File: src/rtl/pls_gen.sv
// rtl/pls_gen.sv - pulse and clear tick source for the watch pulse-counter chain
//
// Generates the counter chain's pulse (plso) and clear (clro) from clk under
// start/stop/clear controls. Outputs are sequenced so that clro never rises
// before a falling plso edge it caused has been counted.
//
// Ports:
//   clk      in   system clock, rising edge
//   rst      in   synchronous active-high reset
//   start    in   async level, rising edge requests run/resume
//   stop     in   async level, rising edge requests pause
//   clr_req  in   async level, rising edge requests clear
//   plso     out  pulse train, counters advance on its falling edge
//   clro     out  clear pulse, counters clear on its rising edge
//   run      out  high while in RUN
//   pls_cnt  out  plso falling edges since last clear, wraps at 16 bits

module pls_gen #(
  parameter int DIV      = 100,
  parameter int HIGH_CYC = 50,
  parameter int CLR_CYC  = 4
) (
  input  logic        clk,
  input  logic        rst,
  input  logic        start,
  input  logic        stop,
  input  logic        clr_req,
  output logic        plso,
  output logic        clro,
  output logic        run,
  output logic [15:0] pls_cnt
);

  localparam int DW = $clog2(DIV);
  localparam int SW = $clog2(CLR_CYC + 2) + 1;

  localparam logic [DW-1:0] DIV_LAST  = DW'(DIV - 1);
  localparam logic [DW-1:0] HIGH_LIM  = DW'(HIGH_CYC);
  localparam logic [SW-1:0] CLR_FIRST = SW'(2);
  localparam logic [SW-1:0] CLR_LAST  = SW'(CLR_CYC + 1);

  localparam logic [1:0] ST_IDLE  = 2'd0;
  localparam logic [1:0] ST_RUN   = 2'd1;
  localparam logic [1:0] ST_PAUSE = 2'd2;
  localparam logic [1:0] ST_CLEAR = 2'd3;

  // Bit order in the conditioning chain: {clr_req, stop, start}
  logic [2:0] in_s1;
  logic [2:0] in_s2;
  logic [2:0] in_hist;
  logic [2:0] in_edge;
  logic       start_edge;
  logic       stop_edge;
  logic       clr_edge;

  logic [1:0]    state;
  logic [1:0]    state_n;
  logic [DW-1:0] div;
  logic [DW-1:0] div_n;
  logic [DW-1:0] div_adv;
  logic [SW-1:0] sub;
  logic [SW-1:0] sub_n;
  logic [SW-1:0] sub_inc;
  logic          plso_n;
  logic          clro_n;
  logic          cnt_zero;
  logic          plso_fall;

  // Two-flop synchronizer plus history flop; edges last exactly one cycle.
  always_ff @(posedge clk) begin
    if (rst) begin
      in_s1   <= 3'b000;
      in_s2   <= 3'b000;
      in_hist <= 3'b000;
    end else begin
      in_s1   <= {clr_req, stop, start};
      in_s2   <= in_s1;
      in_hist <= in_s2;
    end
  end

  assign in_edge    = in_s2 & ~in_hist;
  assign start_edge = in_edge[0];
  assign stop_edge  = in_edge[1];
  assign clr_edge   = in_edge[2];

  assign div_adv = (div == DIV_LAST) ? '0 : div + 1'b1;
  assign sub_inc = sub + 1'b1;

  always_comb begin
    state_n  = state;
    div_n    = div;
    plso_n   = plso;
    clro_n   = clro;
    sub_n    = sub;
    cnt_zero = 1'b0;

    case (state)
      ST_IDLE: begin
        div_n  = '0;
        plso_n = 1'b0;
        clro_n = 1'b0;
        if (clr_edge) begin
          state_n = ST_CLEAR;
          sub_n   = '0;
        end else if (start_edge) begin
          // Any stop edge in the same cycle is ignored here.
          state_n = ST_RUN;
          plso_n  = 1'b1;
        end
      end

      ST_RUN: begin
        if (clr_edge) begin
          state_n = ST_CLEAR;
          sub_n   = '0;
          div_n   = '0;
          plso_n  = 1'b0;
          clro_n  = 1'b0;
        end else if (stop_edge) begin
          // Freeze div and plso as they stand; a paused high phase stays
          // high so the chain sees no falling edge.
          state_n = ST_PAUSE;
        end else begin
          div_n  = div_adv;
          plso_n = (div_adv < HIGH_LIM);
        end
      end

      ST_PAUSE: begin
        if (clr_edge) begin
          state_n = ST_CLEAR;
          sub_n   = '0;
          div_n   = '0;
          plso_n  = 1'b0;
          clro_n  = 1'b0;
        end else if (start_edge) begin
          // Resume advances from the frozen position on this same edge.
          state_n = ST_RUN;
          div_n   = div_adv;
          plso_n  = (div_adv < HIGH_LIM);
        end
      end

      ST_CLEAR: begin
        // All control edges are discarded while clearing.
        plso_n = 1'b0;
        div_n  = '0;
        if (sub == CLR_LAST) begin
          state_n = ST_IDLE;
          sub_n   = '0;
          clro_n  = 1'b0;
        end else begin
          sub_n = sub_inc;
          // clro lags the plso drop by two cycles so that drop is counted
          // downstream before the clear lands.
          clro_n   = (sub_inc >= CLR_FIRST) && (sub_inc <= CLR_LAST);
          cnt_zero = (sub_inc == CLR_FIRST);
        end
      end

      default: begin
        state_n = ST_IDLE;
        div_n   = '0;
        plso_n  = 1'b0;
        clro_n  = 1'b0;
        sub_n   = '0;
      end
    endcase
  end

  assign plso_fall = plso & ~plso_n;

  always_ff @(posedge clk) begin
    if (rst) begin
      state   <= ST_IDLE;
      div     <= '0;
      sub     <= '0;
      plso    <= 1'b0;
      clro    <= 1'b0;
      run     <= 1'b0;
      pls_cnt <= 16'h0000;
    end else begin
      state <= state_n;
      div   <= div_n;
      sub   <= sub_n;
      plso  <= plso_n;
      clro  <= clro_n;
      run   <= (state_n == ST_RUN);
      // The CLEAR-entry drop is counted first; zeroing happens with clro rise.
      if (cnt_zero) begin
        pls_cnt <= 16'h0000;
      end else if (plso_fall) begin
        pls_cnt <= pls_cnt + 16'h0001;
      end
    end
  end

endmodule

File: config.mk
export PLATFORM = sky130hd
export DESIGN_NAME = pls_gen
export DESIGN_NICKNAME = d
export VERILOG_FILES = /design/src/rtl/pls_gen.sv
export SDC_FILE = /design/constraint.sdc
export NUM_CORES = 1
export LEC_CHECK = 0
export ABC_AREA = 1
export CORE_MARGIN = 3
export CORE_UTILIZATION = 50
export CTS_CLUSTER_DIAMETER = 40
export DETAILED_ROUTE_END_ITERATION = 8
export HOLD_SLACK_MARGIN = 0.1
export PLACE_DENSITY = 0.82
export SKIP_LAST_GASP = 1
export SYNTH_ARGS = -nofsm -noshare
export SYNTH_HDL_FRONTEND = slang
export SYNTH_SLANG_ARGS = --single-unit
File: constraint.sdc
create_clock -name clk -period 1.7 [get_ports clk]
set_clock_uncertainty 0.2 [all_clocks]
set_input_delay 0.34 -clock clk [delete_from_list [all_inputs] [get_ports clk]]
set_output_delay 0.34 -clock clk [all_outputs]
set_load 0.05 [all_outputs]
==> flow_metrics.py <==
metrics = {
    "run_status": {
        "outcome": "finished with violations",
        "violations": "negative setup slack",
    },
    "critical_path": {
        "arrival_ns": 2.13,
        "cp-end-kind": "register",
        "max_stage_delay_ns": 0.38,
        "path_cells": "ha_4, nand2_2, inv_2, nand3_4, nand2_2, nor2_2, nor2_2, nand2_2, nand2_4, nand2_8, buf_6, nand2_4, nand2_2, a21oi_2",
        "worstPathRequired_ns": 1.73,
        "cp_slowest_cell": "dfxtp_4",
        "reg2reg_slack_ns": -0.40,
        "r2r_start": "div[0]",
        "crit_buf_inv": 2,
        "critical_path_class": "reg -> reg",
        "critPathTopFamily": "simple AND/OR/NAND/NOR gates",
        "crit_top_cell": "nand2_2",
        "path_max_fanout": 5,
        "crit_path_start": "div[0]",
        "start_kind": "register",
    },
    "power": {
        "netSwitchingPower_mw": 1.11,
        "power_frac_comb": 0.405,
        "netSwitchingFraction": 0.360,
        "intPower_mw": 1.97,
        "p_per_area_mw_per_mm2": 844,
        "p_seq_frac": 0.349,
        "p_leak_nw": 1.39,
        "clkPwrFrac": 0.246,
        "peakVddDrop_v": 0.000911,
    },
    "die": {
        "die_x_um": 72.1,
        "io_pins": 24,
        "start_util": 0.531,
        "dieArea_mm2": 0.00520,
        "core_mm2": 0.00412,
        "num_rows": 23,
        "chipHeight_um": 72.1,
    },
    "layout": {
        "drive_above_1_share": 0.490,
        "area_growth_pct": 66.4,
        "utilization": 0.884,
        "finish.net_count": 404,
        "layout.cells.non_filler": 440,
        "diodes": 0,
    },
    "worst_hold_path": {
        "hold_path_startpoint": "in_s1[1]",
        "min_path_type": "reg -> reg",
    },
    "timing": {
        "worst_pin_slew_ns": 0.604,
        "rsz0062_at_grt": "yes",
        "fmax_mhz": 476,
        "period_needed_ns": 2.10,
        "slew_viol_final": 0,
        "fin_crit_sh": 1.24,
        "maxSlewHeadroom": 0.594,
        "setup_violations": 23,
        "finalHoldViolCount": 0,
        "worst_slack_ns": -0.401,
    },
    "place": {
        "gp_congestion": 0.928,
        "dp_cells": 413,
        "place_ws_ns": -0.282,
        "place_hpwl_mm": 4.09,
        "port_buffers": 23,
    },
    "grt": {
        "grt_pass1_vias": 2579,
        "antenna_found_initial": 0,
        "grt_pass1_wl_mm": 11.3,
        "grt_max_degree": 17,
        "grt_usage": 0.279,
        "grt_overflow": 0,
    },
    "clock_tree": {
        "root_buffer": "clkbuf_8",
        "max-clock-path-buffers": 2,
        "cts_tree": "built",
        "cts.sink_count": 41,
        "cts.clk_slew.worst_paths_ns": 0.09,
        "htree_levels": 2,
        "cts_buffers": 5,
        "insertion_delay_ns": 0.31,
    },
    "detailed_routing": {
        "vias_per_cell": 5.96,
        "routed_wl_mm": 8.37,
        "drt-wirelength-per-cell_um": 19.0,
        "first_pass_iters": 6,
        "first_iter_violations": 427,
        "ant_nets": 0,
        "route.detailed.drc": 0,
        "vias": 2623,
    },
    "yosys": {
        "avgSynthCellArea_um2": 7.22,
        "synth_area_mm2": 0.00219,
        "synth_warnings": 0,
        "syn-instance-count": 303,
        "synth_area_leaders": "dfxtp_1, nand2_1, a21oi_1",
        "ys_types": 31,
        "syn-num-nets": 318,
        "seq_area_frac_synth": 0.375,
        "yosysTopAreaCellShare": 0.375,
        "ys_ff_latch": 41,
        "synth_top_area_cell": "dfxtp_1",
    },
    "job": {
        "max_cap_violations": 0,
    },
}
[metal layers]
metal / wire length, um / vias up / global-route usage / share of wire
met5: 0 / - / 0 / 0
met4: 458 / 0 / 0.175 / 0.055
met3: 603 / 57 / 0.0762 / 0.072
met2: 4310 / 189 / 0.501 / 0.51
met1: 3000 / 1226 / 0.282 / 0.36
li1: - / 1151 / - / -
[synthesized netlist by cell type]
master	number
a211oi_1	2
a21oi_1	32
and2_1	1
buf_2	2
buf_4	1
buf_6	3
clkbuf_1	2
clkbuf_2	1
dfxtp_1	41
ha_1	10
inv_1	35
inv_2	1
nand2_1	67
nand2_2	1
nand2_4	2
nand3_1	28
nand3_2	4
nand4_1	3
nor2_1	29
nor2_2	4
nor3_1	8
o211a_1	1
o21ai_0	3
o21ai_1	1
o21ai_2	1
o21bai_1	1
o22ai_1	2
o311ai_0	1
or3b_2	1
xnor2_1	6
xor2_1	9
[layout by cell type, fill, tap and decap left out, types with 11 or more instances in the layout]
cell type,Yosys,layout
buf_4,1,57
nand2_1,67,47
inv_1,35,30
a21oi_1,32,24
nand3_1,28,21
buf_12,0,21
nor2_1,29,20
nand2_2,1,17
dfxtp_1,41,16
dfxtp_2,0,14
dfxtp_4,0,11
[cell families (layout without fill, tap and decap cells)]
kind of cell             count (synthesis)  after routing  share of synthesized area
flip-flops                              41             41                      0.375
adder cells (fa/ha/maj)                 10             10                     0.0572
XOR/XNOR                                15             15                     0.0601
AND/OR/NAND/NOR                        148            150                      0.305
buffers and inverters                   45            130                     0.0910
AO/OA/AOI/OAI                           44             44                      0.111
[power by group through the flow]
stage	Combinational [mW]	Sequential [mW]	Clock, mW
2_1_floorplan	0.392	1.16	0
3_3_place_gp	0.806	1.08	0
3_5_place_dp	0.832	1.08	0
4_1_cts	1.04	1.06	0.737
5_1_grt	1.29	1.08	0.789
6_report	1.25	1.07	0.756
[what timing repair did]
| item | in CTS | in global routing |
|---|---|---|
| cloned | 2 | 0 |
| pin swaps | 11 | 28 |
| setup endpoints to repair | 23 | 29 |
| setup buffers | 11 | 8 |
| hold buffers | 0 | 0 |
| resized for setup | 33 | 51 |
| endpoints found under the hold margin | 0 | 0 |
[final cells by class]
type | instances | area [um2]
well taps | 50 | 62.6
repair buffers | 86 | 933
fillers | 146 | 475
clock buffers | 7 | 97.6
flip-flops and latches | 41 | 880
clock inverters | 1 | 8.76
multi-input cells | 219 | 1510
inverters | 36 | 146
[tightest hold or removal path: cells and delay by family, from the launching register on]
family	cells	cell delay, ns
AND/OR/NAND/NOR	1	0.04
flip-flops	1	0.31
buffers and inverters	1	0.05
[metrics by stage]
stage               hold slack [ns]  total power, mW  cell area [um2]  setup TNS [ns]
floorplan                     0.188             1.55             2280          -0.434
global placement              0.190             1.89             3070           -2.37
detailed placement            0.195             1.92             3070           -3.96
CTS                           0.208             2.83             3400           -2.86
global route                  0.245             3.16             3640           -6.94
finish                        0.232             3.07             3640           -5.61
[path summary, 6_finish.rpt]
path / to / depth (start not counted)
max: pls_cnt[11] / 14
min: in_s2[1] / 2
max reg2reg: pls_cnt[11] / 14
min reg2reg: in_s2[1] / 2
[state kept, by name (all words and copies together) (netlist names)]
signal / count
clro: 1
div: 7
in_hist: 3
in_s1: 3
in_s2: 3
pls_cnt: 16
plso: 1
run: 1
state: 2
sub: 4
No activity file was read; power rests on OpenSTA's default activity.
